File: src/rtl/pcs_pkg.sv
// Shared definitions for the PCIe PCS striping path: controller states, fixed
// symbol words and lane-select encoding.
package pcs_pkg;

  typedef enum logic [1:0] {
    StIdle  = 2'd0,
    StTrain = 2'd1,
    StData  = 2'd2
  } state_e;

  typedef enum logic {
    Lane0 = 1'b0,
    Lane1 = 1'b1
  } lane_e;

  localparam logic [31:0] TsWord   = 32'hBCBCBCBC;
  localparam logic [31:0] IdleWord = 32'h7C7C7C7C;

  // Lane for the word after the current one: alternate in x2, pinned to lane 0 in x1.
  function automatic logic lane_after(input logic cur, input logic x2);
    return x2 ? ~cur : Lane0;
  endfunction

endpackage

File: src/rtl/sync_fifo.sv
// Single-clock FIFO with push/pop, synchronous flush and occupancy count.
// Pointers wrap naturally because FIFO_DEPTH is a power of two.
module sync_fifo #(
  parameter int unsigned DATA_W     = 32,
  parameter int unsigned FIFO_DEPTH = 4
) (
  input  logic                              clk_2f,
  input  logic                              reset,
  input  logic                              flush,
  input  logic                              push,
  input  logic [DATA_W-1:0]                 wr_data,
  input  logic                              pop,
  output logic [DATA_W-1:0]                 rd_data,
  output logic                              full,
  output logic                              empty,
  output logic [$clog2(FIFO_DEPTH+1)-1:0]   count
);

  localparam int unsigned PtrW = $clog2(FIFO_DEPTH);
  localparam int unsigned CntW = $clog2(FIFO_DEPTH + 1);

  logic [DATA_W-1:0] mem_q [FIFO_DEPTH];
  logic [PtrW-1:0]   wr_ptr_q, rd_ptr_q;
  logic [CntW-1:0]   count_q, count_d;
  logic              push_ok, pop_ok;

  always_comb begin
    push_ok = push && !full;
    pop_ok  = pop && !empty;
    count_d = count_q;
    unique case ({push_ok, pop_ok})
      2'b10:   count_d = count_q + CntW'(1);
      2'b01:   count_d = count_q - CntW'(1);
      default: count_d = count_q;
    endcase
  end

  always_ff @(posedge clk_2f or posedge reset) begin
    if (reset) begin
      wr_ptr_q <= '0;
      rd_ptr_q <= '0;
      count_q  <= '0;
    end else if (flush) begin
      wr_ptr_q <= '0;
      rd_ptr_q <= '0;
      count_q  <= '0;
    end else begin
      if (push_ok) wr_ptr_q <= wr_ptr_q + PtrW'(1);
      if (pop_ok)  rd_ptr_q <= rd_ptr_q + PtrW'(1);
      count_q <= count_d;
    end
  end

  always_ff @(posedge clk_2f) begin
    if (push_ok && !flush) mem_q[wr_ptr_q] <= wr_data;
  end

  assign rd_data = mem_q[rd_ptr_q];
  assign full    = (count_q == CntW'(FIFO_DEPTH));
  assign empty   = (count_q == '0);
  assign count   = count_q;

endmodule

File: src/rtl/striping_ctrl.sv
// Link bring-up sequencer and payload scheduler feeding the demux_striping lane striper:
// training burst on every active lane, then buffered payload one word per cycle.
module striping_ctrl
  import pcs_pkg::*;
#(
  parameter int unsigned        DATA_W     = 32,
  parameter int unsigned        FIFO_DEPTH = 4,
  parameter int unsigned        TS_COUNT   = 4,
  parameter logic [DATA_W-1:0]  TS_WORD    = DATA_W'(TsWord),
  parameter logic [DATA_W-1:0]  IDLE_WORD  = DATA_W'(IdleWord)
) (
  input  logic                              clk_2f,
  input  logic                              reset,
  input  logic                              link_en,
  input  logic                              cfg_x2,
  input  logic                              in_valid,
  input  logic [DATA_W-1:0]                 in_data,
  output logic                              in_ready,
  output logic                              out_valid,
  output logic [DATA_W-1:0]                 out_data,
  output logic                              out_sel,
  output logic [1:0]                        state_o,
  output logic [$clog2(FIFO_DEPTH+1)-1:0]   fifo_count
);

  localparam int unsigned TsCntW = $clog2(2 * TS_COUNT + 1);

  state_e            state_q;
  logic              mode_x2_q;
  logic [TsCntW-1:0] ts_cnt_q;
  logic              next_lane_q;
  logic              out_valid_q, out_sel_q;
  logic [DATA_W-1:0] out_data_q;

  logic              drop, pop, issue;
  logic [TsCntW-1:0] ts_last;
  logic [DATA_W-1:0] out_data_d;
  logic [DATA_W-1:0] fifo_rd;
  logic              fifo_full, fifo_empty;

  always_comb begin
    drop    = (state_q != StIdle) && !link_en;
    pop     = (state_q == StData) && link_en && !fifo_empty;
    issue   = !drop && ((state_q == StTrain) || pop);
    ts_last = mode_x2_q ? TsCntW'(2 * TS_COUNT - 1) : TsCntW'(TS_COUNT - 1);
    out_data_d = IDLE_WORD;
    if (!drop) begin
      if (state_q == StTrain) out_data_d = TS_WORD;
      else if (pop)           out_data_d = fifo_rd;
    end
  end

  always_ff @(posedge clk_2f or posedge reset) begin
    if (reset) begin
      state_q     <= StIdle;
      mode_x2_q   <= 1'b0;
      ts_cnt_q    <= '0;
      next_lane_q <= Lane0;
      out_valid_q <= 1'b0;
      out_data_q  <= IDLE_WORD;
      out_sel_q   <= Lane0;
    end else begin
      out_valid_q <= issue;
      out_data_q  <= out_data_d;
      if (drop) begin
        state_q     <= StIdle;
        out_sel_q   <= Lane0;
        next_lane_q <= Lane0;
      end else begin
        if (issue) begin
          out_sel_q   <= next_lane_q;
          next_lane_q <= lane_after(next_lane_q, mode_x2_q);
        end
        unique case (state_q)
          StIdle: begin
            if (link_en) begin
              mode_x2_q   <= cfg_x2;
              ts_cnt_q    <= '0;
              next_lane_q <= Lane0;
              state_q     <= StTrain;
            end
          end
          StTrain: begin
            ts_cnt_q <= ts_cnt_q + TsCntW'(1);
            // Leave on the edge that issues the final training word.
            if (ts_cnt_q == ts_last) state_q <= StData;
          end
          StData:  state_q <= StData;
          default: state_q <= StIdle;
        endcase
      end
    end
  end

  sync_fifo #(
    .DATA_W     (DATA_W),
    .FIFO_DEPTH (FIFO_DEPTH)
  ) u_fifo (
    .clk_2f  (clk_2f),
    .reset   (reset),
    .flush   (drop),
    .push    (in_valid && in_ready),
    .wr_data (in_data),
    .pop     (pop),
    .rd_data (fifo_rd),
    .full    (fifo_full),
    .empty   (fifo_empty),
    .count   (fifo_count)
  );

  assign in_ready  = (state_q != StIdle) && !fifo_full;
  assign out_valid = out_valid_q;
  assign out_data  = out_data_q;
  assign out_sel   = out_sel_q;
  assign state_o   = state_q;

endmodule

File: config.mk
export PLATFORM = sky130hd
export DESIGN_NAME = striping_ctrl
export DESIGN_NICKNAME = d
export VERILOG_FILES = /design/src/rtl/pcs_pkg.sv /design/src/rtl/sync_fifo.sv /design/src/rtl/striping_ctrl.sv
export SDC_FILE = /design/constraint.sdc
export NUM_CORES = 1
export LEC_CHECK = 0
export ABC_AREA = 1
export BUFFER_PORTS_ARGS = -buffer_cell sky130_fd_sc_hd__buf_2
export CAP_MARGIN = 20
export CORE_ASPECT_RATIO = 1.1
export CORE_MARGIN = 3
export CORE_UTILIZATION = 43
export CTS_CLUSTER_SIZE = 30
export DETAILED_ROUTE_END_ITERATION = 8
export HOLD_SLACK_MARGIN = 0.02
export PLACE_DENSITY_LB_ADDON = 0.25
export SYNTH_ARGS = -nofsm -noshare
export SYNTH_HDL_FRONTEND = slang
export SYNTH_SLANG_ARGS = --single-unit
File: constraint.sdc
create_clock -name clk_2f -period 3.2 [get_ports clk_2f]
set_input_delay 0.16 -clock clk_2f [delete_from_list [all_inputs] [get_ports clk_2f]]
set_output_delay 0.16 -clock clk_2f [all_outputs]
set_load 0.05 [all_outputs]
==> results of run 1 <==
-- registers in the layout (all words and copies together) (netlist names) --
signal           flops
mode_x2_q            1
out_sel              1
u_fifo.mem_q       128
u_fifo.rd_ptr_q      2
ts_cnt_q             4
u_fifo.wr_ptr_q      2
next_lane_q          1
out_data            32
out_valid            1
u_fifo.count         3
state_o              2
-- layout by cell type, fill, tap and decap left out, types with 6 or more instances in the layout --
| master | instances |
|---|---|
| o221ai_1 | 6 |
| a21oi_1 | 23 |
| nand2_1 | 33 |
| nor2_1 | 85 |
| o21ai_0 | 66 |
| o221ai_2 | 10 |
| inv_1 | 23 |
| dfrtp_1 | 28 |
| buf_4 | 9 |
| ha_1 | 8 |
| clkbuf_1 | 6 |
| dlygate4sd3_1 | 34 |
| dfstp_2 | 20 |
| clkbuf_16 | 18 |
| buf_2 | 76 |
| edfxtp_1 | 128 |
| nand3_1 | 8 |
-- per-layer routing --
metal  up-vias  wire length (µm)
li1       2034                 -
met1      2081              6260
met2        84              7260
met3        17               544
met4         0               190
met5         -                 0
-- layout make-up --
class | count | area [µm²] | area share
Sequential cell | 177 | 5100 | 0.609
Multi-Input combinational cell | 278 | 1590 | 0.190
Timing Repair Buffer | 119 | 788 | 0.0941
Clock buffer | 27 | 514 | 0.0614
Tap cell | 196 | 245 | 0.0293
Inverter | 29 | 110 | 0.0131
Clock inverter | 5 | 27.5 | 0.00329
-- power by group through the flow --
stage	Combinational, W	Clock [W]	Sequential, W
CTS	0.00169	0.00193	0.00285
finish	0.00166	0.00189	0.00285
global placement	0.00161	0	0.00288
floorplan	0.000894	0	0.00325
detailed placement	0.00165	0	0.00289
global route	0.00183	0.00203	0.00287
-- worst max-delay path by stage --
| stage | startpoint | end |
|---|---|---|
| after detailed placement | state_o[0] | u_fifo.mem_q[3][26] |
| after global routing | state_o[0] | u_fifo.mem_q[3][10] |
| final | state_o[0] | u_fifo.mem_q[3][13] |
| after CTS | state_o[0] | u_fifo.mem_q[3][19] |
| after floorplan | state_o[0] | u_fifo.mem_q[2][0] |
| after global placement | state_o[0] | u_fifo.mem_q[3][21] |
-- worst register-to-register path, cell delays in order (launching register included) --
cell and delay, ns:
dfrtp_1 0.40, inv_1 0.08, ha_1 0.26, inv_1 0.11, nand3_2 0.14, nor2_1 0.21
inv_1 0.21, nor2_4 0.55, buf_4 0.31
-- kinds of logic after synthesis --
| kind of cell | Yosys count | synth area share |
|---|---|---|
| adder cells (fa/ha/maj) | 9 | 0.0174 |
| XOR/XNOR | 2 | 0.00254 |
| buffers and inverters | 54 | 0.0359 |
| flip-flops | 177 | 0.738 |
| AND/OR/NAND/NOR | 150 | 0.0982 |
| AO/OA/AOI/OAI | 117 | 0.108 |
-- repair_timing --
item / in CTS / in global routing
gates resized for setup: 0 / 0
hold buffers: 34 / 0
endpoints found under the hold margin: 142 / 0
-- through the flow --
| stage | setup TNS [ns] | hold slack [ns] | setup WS [ns] | total power, W | cell area, µm² |
|---|---|---|---|---|---|
| floorplan | -10.35 | 0.259 | -0.0809 | 0.00414 | 6910 |
| global placement | 0 | 0.287 | 0.735 | 0.00450 | 7490 |
| detailed placement | 0 | 0.305 | 0.614 | 0.00454 | 7490 |
| CTS | 0 | 0.0563 | 0.606 | 0.00647 | 8370 |
| global route | 0 | 0.0829 | 0.412 | 0.00673 | 8370 |
| finish | 0 | 0.0731 | 0.638 | 0.00641 | 8370 |
==> impl_metrics.toml, run 1 <==
[detailed_routing]
dr.pass1.iters = 4
drt_iter0_markers = 259
routedWlPerCell_um = 17.1
ant_nets = 0
drc = 0
drt_wl_total_um = 14200
via_per_inst = 5.07
dr_total_vias = 4216

[synthesis]
synth_top_area_share = 0.557
synth_area_mm2 = 0.00691
synth_top_area_cell = "edfxtp_1"
yosysSeqAreaShare = 0.738
synth.area.top_cells = "edfxtp_1 (56%), dfrtp_1 (11%), dfstp_2 (7.6%)"
ys_ff_latch = 177
synth-warning-count = 0
synthTopCellsByCount = "edfxtp_1 (128), nor2_1 (89), o21ai_0 (66)"
synth_edf_count = 128
async_reset_ff_frac = 0.277
synth_cell_types = 36
syn_inst = 509
syn_avg_cell_area_um2 = 13.6
synth_fp_nets = 555
synthFlopType = "edfxtp_1"
yosysMostFrequentCell = "edfxtp_1"

[global_route]
top_usage_layer = "met2"
track_usage = 0.167
overflow = 0
grt_start_max_net_pins = 72
antenna_found_initial = 0
grt_pass1_vias = 4232
met3_usage = 0.0455
grt_pass1_wl_um = 22700
met2_usage = 0.280
grt_use_met1 = 0.210

[clocking]
clock_latency_ns = 0.42
cts_tree = "done"
htreeDepth = 4
clkTransAtPathRegs_ns = 0.06
cts_buffers = 17
cts.sinks = 177
cts_buffer_depth = 2
postCtsSetupRepairBufs = 0
cts-root-buf = "clkbuf_16"

[timing]
slew_viol_final = 0
fin_crit_ns = 2.56
grt_setup_unrepaired = "false"
fmax_ghz = 0.390
fin_crit_sh = 0.801
finClkSkew_ns = 0.00536
maxSlewHeadroom = 0.271
tightest_slew_ns = 1.09
hold_viol_final = 0
finalSetupViolations = 0

[worst_hold_path]
hold_path_class = "in -> reg"
hold_path_depth = 3
hold_end = "ts_cnt_q[1]"
hp-start = "link_en"

[setup_path]
critPathRequiredTime_ns = 3.33
r2r_cells = 8
critPathMaxStageDelay_ns = 0.55
cp_slowest_cell = "nor2_4"
worstPathArrival_ns = 2.69
reg2reg_setup_slack_ns = 0.64
reg2reg_from = "state_o[0]"
crit_family = "simple AND/OR/NAND/NOR gates"
worstSetupPathType = "reg -> reg"
cp.depth = 8
path_max_fanout = 20
path_buf_inv = 4
cpMostUsedCell = "inv_1"
start_kind = "flop"
cp-end-kind = "flop"
cp_cell_sequence = "inv_1 > ha_1 > inv_1 > nand3_2 > nor2_1 > inv_1 > nor2_4 > buf_4"
reg2reg_to = "u_fifo.mem_q[3][13]"

[final_layout]
n_fill_cell = 1328
final_cells = 831
synthToLayoutAreaGrowth_pct = 21.3
diodes = 0
drive_gt1_frac = 0.265
utilization = 0.544
fin_nets = 668

[power_and_ir_drop]
powerDensity_mw_per_mm2 = 765
p_sw_frac = 0.336
max-vdd-ir-drop_mv = 0.404
p_clk_frac = 0.296
p_seq_frac = 0.445
p_int_w = 0.00426
pwr-share-comb = 0.260
switchingPower_w = 0.00215
p_leak_nw = 3.14

[die]
die_area_mm2 = 0.0176
io_pins = 77
fp.dieW_um = 127
rows = 47
die_h_um = 139
initial_core_util = 0.448
coreArea_mm2 = 0.0154

[placed_design]
portBuffers = 76
place_hpwl_um = 8590
dp_cells = 765
gp_congestion = 0.738

[status]
outcome = "finished, final reports clean"

[job]
max_cap_viol_count = 0
Note: power is estimated with default switching activity, not from simulation.
==> run 2, diff against run 1 <==
--- a/config.mk
+++ b/config.mk
@@ -5,7 +5,7 @@
 export SDC_FILE = /design/constraint.sdc
 export NUM_CORES = 1
 export LEC_CHECK = 0
-export ABC_AREA = 1
+export ABC_AREA = 0
 export BUFFER_PORTS_ARGS = -buffer_cell sky130_fd_sc_hd__buf_2
 export CAP_MARGIN = 20
 export CORE_ASPECT_RATIO = 1.1
==> constraint.sdc (replaced) <==
create_clock -name clk_2f -period 2.19 [get_ports clk_2f]
set_input_delay 0.1095 -clock clk_2f [delete_from_list [all_inputs] [get_ports clk_2f]]
set_output_delay 0.1095 -clock clk_2f [all_outputs]
set_load 0.05 [all_outputs]
==> run 2 against run 1 <==
Compared with the run above:
- area after synthesis is 2.3% lower
- non-clock buffer count increased by 11
- via count shrank 16%
- combinational power is 49% higher
- synthesized cell count fell by 31%
- first-iteration DRC count shrank 22%
- critical path depth stayed put
==> impl_metrics.toml, run 2 <==
[global_route]
antenna_found_initial = 0
grt_start_max_net_pins = 35
overflow = 0
track_usage = 0.159
grt_pass1_wl_um = 20600
grt_pass1_vias = 3686

[die]
coreArea_mm2 = 0.0152
rows = 47
fp.dieW_um = 125
die_h_um = 137
die_area_mm2 = 0.0172
io_pins = 77
initial_core_util = 0.443

[final_layout]
fin_nets = 529
drive_gt1_frac = 0.399
register_area_mm2 = 0.00510
multi_input_area_mm2 = 0.00156
layout_commonest_cell = "edfxtp_1"
layout_common_cells = "edfxtp_1 (128), buf_2 (76), dlygate4sd3_1 (34)"
synthToLayoutAreaGrowth_pct = 25.1
largest_register_ffs = 128
design_area_mm2 = 0.00844
n_fill_cell = 1208
regMostFlops = "u_fifo.mem_q"
diodes = 0

[setup_path]
crit_start = "state_o[0]"
path_max_fanout = 5
reg2reg_setup_slack_ns = 0.18
cp-end-kind = "flop"
start_kind = "flop"
r2r_cells = 8
reg2reg_to = "u_fifo.count[2]"
worstPathArrival_ns = 2.31
reg2reg_from = "state_o[0]"
endpoint = "u_fifo.count[2]"
worstSetupPathType = "reg -> reg"
critPathRequiredTime_ns = 2.49

[power_and_ir_drop]
p_leak_nw = 3.07
p_seq_frac = 0.445
totalPowerFinal_w = 0.00960
p_int_w = 0.00661
p_sw_frac = 0.311
p_clk_frac = 0.297
powerDensity_mw_per_mm2 = 1140
max-vdd-ir-drop_mv = 0.625
pwr-share-comb = 0.258
switchingPower_w = 0.00299

[synthesis]
synth_edf_count = 128
ys_ff_latch = 177
yosysSeqAreaShare = 0.755
syn_inst = 352
synthTopCellsByCount = "edfxtp_1 (128), mux4_2 (32), dfrtp_1 (29)"
synth_top_area_share = 0.570
synth.area.top_cells = "edfxtp_1 (57%), dfrtp_1 (11%), mux4_2 (11%)"
synth_area_mm2 = 0.00675
synth-warning-count = 0
syn_avg_cell_area_um2 = 19.2
synthFlopType = "edfxtp_1"
synth_fp_nets = 398
synth_cell_types = 41
synth_top_area_cell = "edfxtp_1"
yosysMostFrequentCell = "edfxtp_1"
async_reset_ff_frac = 0.277

[timing]
grt_setup_unrepaired = "false"
finalSetupTns_ns = 0
finalSetupViolations = 0
finClkSkew_ns = 0.00653
tightest_slew_ns = 0.633
slew_viol_final = 0
fmax_ghz = 0.497
hold_viol_final = 0
maxSlewHeadroom = 0.577
fin_crit_sh = 0.918
fin_crit_ns = 2.01

[detailed_routing]
routedWlPerCell_um = 18.5
drt_iter0_markers = 201
drt_wl_total_um = 12800
dr.pass1.iters = 4
ant_nets = 0
via_per_inst = 5.10
dr_total_vias = 3527
drc = 0

[clocking]
clock_latency_ns = 0.42
cts-root-buf = "clkbuf_16"
cts.sinks = 177
clkTransAtPathRegs_ns = 0.06
cts_buffer_depth = 2
cts_buffers = 17
htreeDepth = 4
cts_tree = "done"
postCtsSetupRepairBufs = 0

[worst_hold_path]
hp-start = "link_en"
hold_path_class = "in -> reg"
hold_path_depth = 3

[status]
outcome = "finished, final reports clean"

[job]
max_cap_viol_count = 0

[placed_design]
gp_congestion = 0.748
portBuffers = 76
placed_cell_area_mm2 = 0.00753
place_hpwl_um = 8000
==> run 2: cell types whose count changed after synthesis, moves of 10 or more <==
cell	previous run	this run
mux4_2	0	32
nor2_1	89	17
a21oi_1	23	6
inv_1	24	7
o21ai_0	66	5
nand2_1	33	13
o221ai_2	10	0
or3_1	0	16
==> run 2: repair_timing <==
item	4_1_cts	5_1_grt
endpoints found under the setup margin	0	1
hold buffers	34	0
gates resized for setup	0	1
endpoints found under the hold margin	142	0
==> run 2: cells by family (layout without fill, tap and decap cells) <==
group,count (synthesis),after routing,synth area share
DFF,177,177,0.755
adders and majority gates,9,9,0.0178
buffers and inverters,25,169,0.0184
muxes,39,39,0.118
xor gates and xnor gates,6,6,0.00779
AOI/OAI and AO/OA,26,26,0.0250
and+or+nand+nor,70,70,0.0582
==> run 2: worst max-delay path, cell delays in order (launching register included) <==
cell	delay [ns]
dfrtp_2	0.44
inv_2	0.07
ha_1	0.21
o311a_1	0.20
o21ai_1	0.09
fa_2	0.41
nor4_4	0.29
o21a_1	0.16
nor3_2	0.04
==> run 2: cell type report <==
type / instances / share of cell area
Clock buffer: 21 / 0.0545
Sequential cell: 177 / 0.604
Inverter: 7 / 0.00311
Multi-Input combinational cell: 150 / 0.184
Clock inverter: 11 / 0.0124
Timing Repair Buffer: 130 / 0.112
Tap cell: 196 / 0.0290
==> run 2: per-stage QoR <==
| step | instances | setup slack (ns) | utilization | hold WS (ns) |
|---|---|---|---|---|
| 2_1_floorplan | 352 | -0.0278 | - | 0.208 |
| 3_3_place_gp | 626 | 0.199 | 0.495 | 0.229 |
| 3_5_place_dp | 626 | 0.128 | 0.495 | 0.229 |
| 4_1_cts | 692 | 0.124 | 0.554 | 0.154 |
| 5_1_grt | 692 | 0.0331 | 0.554 | 0.176 |
| 6_report | 692 | 0.179 | 0.554 | 0.172 |
==> run 2: worst min path at each step <==
stage                         end  slack (ns)
2_1_floorplan  u_fifo.mem_q[0][0]        0.21
3_3_place_gp          next_lane_q        0.23
3_5_place_dp            mode_x2_q        0.23
4_1_cts                state_o[1]        0.15
5_1_grt                state_o[1]        0.18
6_report               state_o[1]        0.17
==> run 2: power by group through the flow <==
stage	clock network [W]	logic, W	registers (W)
floorplan	0	0.00127	0.00483
global placement	0	0.00245	0.00432
detailed placement	0	0.00247	0.00434
CTS	0.00292	0.00253	0.00428
global route	0.00307	0.00270	0.00431
finish	0.00285	0.00248	0.00427
==> run 2: routing by layer <==
metal,vias up,GRT usage,share of wire
li1,1621,-,-
met1,1806,0.211,0.44
met2,87,0.257,0.51
met4,0,0.0614,0.015
met3,13,0.0372,0.039
met5,-,0,0
==> run 3, diff against run 2 <==
--- a/config.mk
+++ b/config.mk
@@ -5,7 +5,7 @@
 export SDC_FILE = /design/constraint.sdc
 export NUM_CORES = 1
 export LEC_CHECK = 0
-export ABC_AREA = 0
+export ABC_AREA = 1
 export BUFFER_PORTS_ARGS = -buffer_cell sky130_fd_sc_hd__buf_2
 export CAP_MARGIN = 20
 export CORE_ASPECT_RATIO = 1.1
==> run 3 against run 2 <==
Compared with the run above:
- setup slack worse by 0.0063 ns
- register-to-register slack is essentially flat
- highest routed layer unchanged
- first-iteration DRC count increased by 39%
- largest cell class unchanged
==> impl_metrics.toml, run 3 (same netlist as run 1, synthesis figures left out) <==
[die]
io_pins = 77
die_area_mm2 = 0.0176
die_h_um = 139
rows = 47
fp.dieW_um = 127
initial_core_util = 0.448
coreArea_mm2 = 0.0154

[detailed_routing]
ant_nets = 0
routedWlPerCell_um = 16.7
drc = 0
drt_wl_total_um = 14000
dr.pass1.iters = 5
dr_total_vias = 4254
via_per_inst = 5.08
drt_iter0_markers = 279

[timing]
fin_crit_ns = 2.02
hold_viol_final = 0
slew_viol_final = 0
finClkSkew_ns = 0.0128
finalSetupViolations = 0
grt_setup_unrepaired = "false"
finalSetupTns_ns = 0
maxSlewHeadroom = 0.554
fmax_ghz = 0.496
fin_crit_sh = 0.921
tightest_slew_ns = 0.668

[power_and_ir_drop]
p_seq_frac = 0.439
p_sw_frac = 0.339
pwr-share-comb = 0.264
max-vdd-ir-drop_mv = 0.629
p_leak_nw = 3.19
p_clk_frac = 0.297
powerDensity_mw_per_mm2 = 1110
switchingPower_w = 0.00323
p_int_w = 0.00628

[global_route]
grt_start_max_net_pins = 50
antenna_found_initial = 0
track_usage = 0.166
grt_pass1_wl_um = 22900
overflow = 0
grt_pass1_vias = 4302

[final_layout]
synthToLayoutAreaGrowth_pct = 23.6
layout_common_cells = "edfxtp_1 (128), nor2_1 (84), buf_2 (76)"
final_cells = 838
layout_commonest_cell = "edfxtp_1"
register_area_mm2 = 0.00510
regMostFlops = "u_fifo.mem_q"
largest_register_ffs = 128
n_fill_cell = 1260
fin_nets = 675
multi_input_area_mm2 = 0.00162
diodes = 0
drive_gt1_frac = 0.287

[status]
outcome = "finished, final reports clean"

[setup_path]
critPathRequiredTime_ns = 2.49
path_max_fanout = 6
start_kind = "flop"
worstSetupPathType = "reg -> reg"
worstPathArrival_ns = 2.32
cp-end-kind = "flop"

[worst_hold_path]
hold_path_class = "in -> reg"

[clocking]
htreeDepth = 4
clock_latency_ns = 0.42
cts_buffers = 17
clkTransAtPathRegs_ns = 0.07
cts_tree = "done"
cts_buffer_depth = 2
cts-root-buf = "clkbuf_16"
cts.sinks = 177

[placed_design]
gp_congestion = 0.759
portBuffers = 76
dp_cells = 771
place_hpwl_um = 8610

[job]
max_cap_viol_count = 0
run 3: metrics by stage:
stage	setup slack (ns)	cell area, µm²	hold WS [ns]	power [W]	utilization
6_report	0.173	8540	0.122	0.00951	0.554
5_1_grt	0.0296	8540	0.123	0.00999	0.554
4_1_cts	0.174	8530	0.0951	0.00960	0.554
3_5_place_dp	0.192	7620	0.333	0.00672	0.495
3_3_place_gp	0.242	7620	0.321	0.00665	0.495
2_1_floorplan	0.00318	6960	0.208	0.00610	-
run 3: area by class of cell:
type / count / share of cell area
Clock buffer: 21 / 0.0528
Multi-Input combinational cell: 278 / 0.190
Tap cell: 196 / 0.0287
Sequential cell: 177 / 0.597
Clock inverter: 11 / 0.0123
Timing Repair Buffer: 126 / 0.106
Inverter: 29 / 0.0129
run 3: repair_timing:
action,4_1_cts,5_1_grt
hold buffers,35,0
buffers inserted,0,0
endpoints found under the setup margin,0,1
gates resized for setup,0,1
endpoints found under the hold margin,159,0
run 3: layer usage:
layer  global-route usage  up-vias  wire length [µm]
met5                    0        -                 0
met4               0.0587        0               155
met3               0.0347       11               649
met2                0.277       96              7180
met1                0.216     2092              6040
li1                     -     2055                 -
run 3: final timing paths:
| check | from | to | slack, ns | depth (start not counted) |
|---|---|---|---|---|
| min reg2reg | ts_cnt_q[0] | ts_cnt_q[0] | 0.52 | 1 |
| max | state_o[0] | u_fifo.count[2] | 0.17 | 12 |
| min | in_valid | u_fifo.count[2] | 0.12 | 4 |
| max reg2reg | state_o[0] | u_fifo.count[2] | 0.17 | 12 |
| min in group asynchronous | reset | u_fifo.count[1] | 0.41 | 4 |
| max in group asynchronous | reset | state_o[1] | 1.30 | 4 |
run 3: power by group through the flow:
stage / logic, W / clock network, W / registers [W]
3_5_place_dp: 0.00247 / 0 / 0.00424
6_report: 0.00251 / 0.00282 / 0.00418
2_1_floorplan: 0.00136 / 0 / 0.00474
3_3_place_gp: 0.00242 / 0 / 0.00423
5_1_grt: 0.00275 / 0.00302 / 0.00421
4_1_cts: 0.00254 / 0.00289 / 0.00418
run 3: critical path, stage by stage (launching register included):
cell,delay (ns)
dfrtp_2,0.42
inv_1,0.09
ha_1,0.17
nand2_2,0.09
a21oi_4,0.19
nand2_4,0.10
fa_1,0.41
xor2_2,0.16
inv_1,0.05
nand2_1,0.06
nand2_1,0.05
nand3_1,0.06
nand2_1,0.05
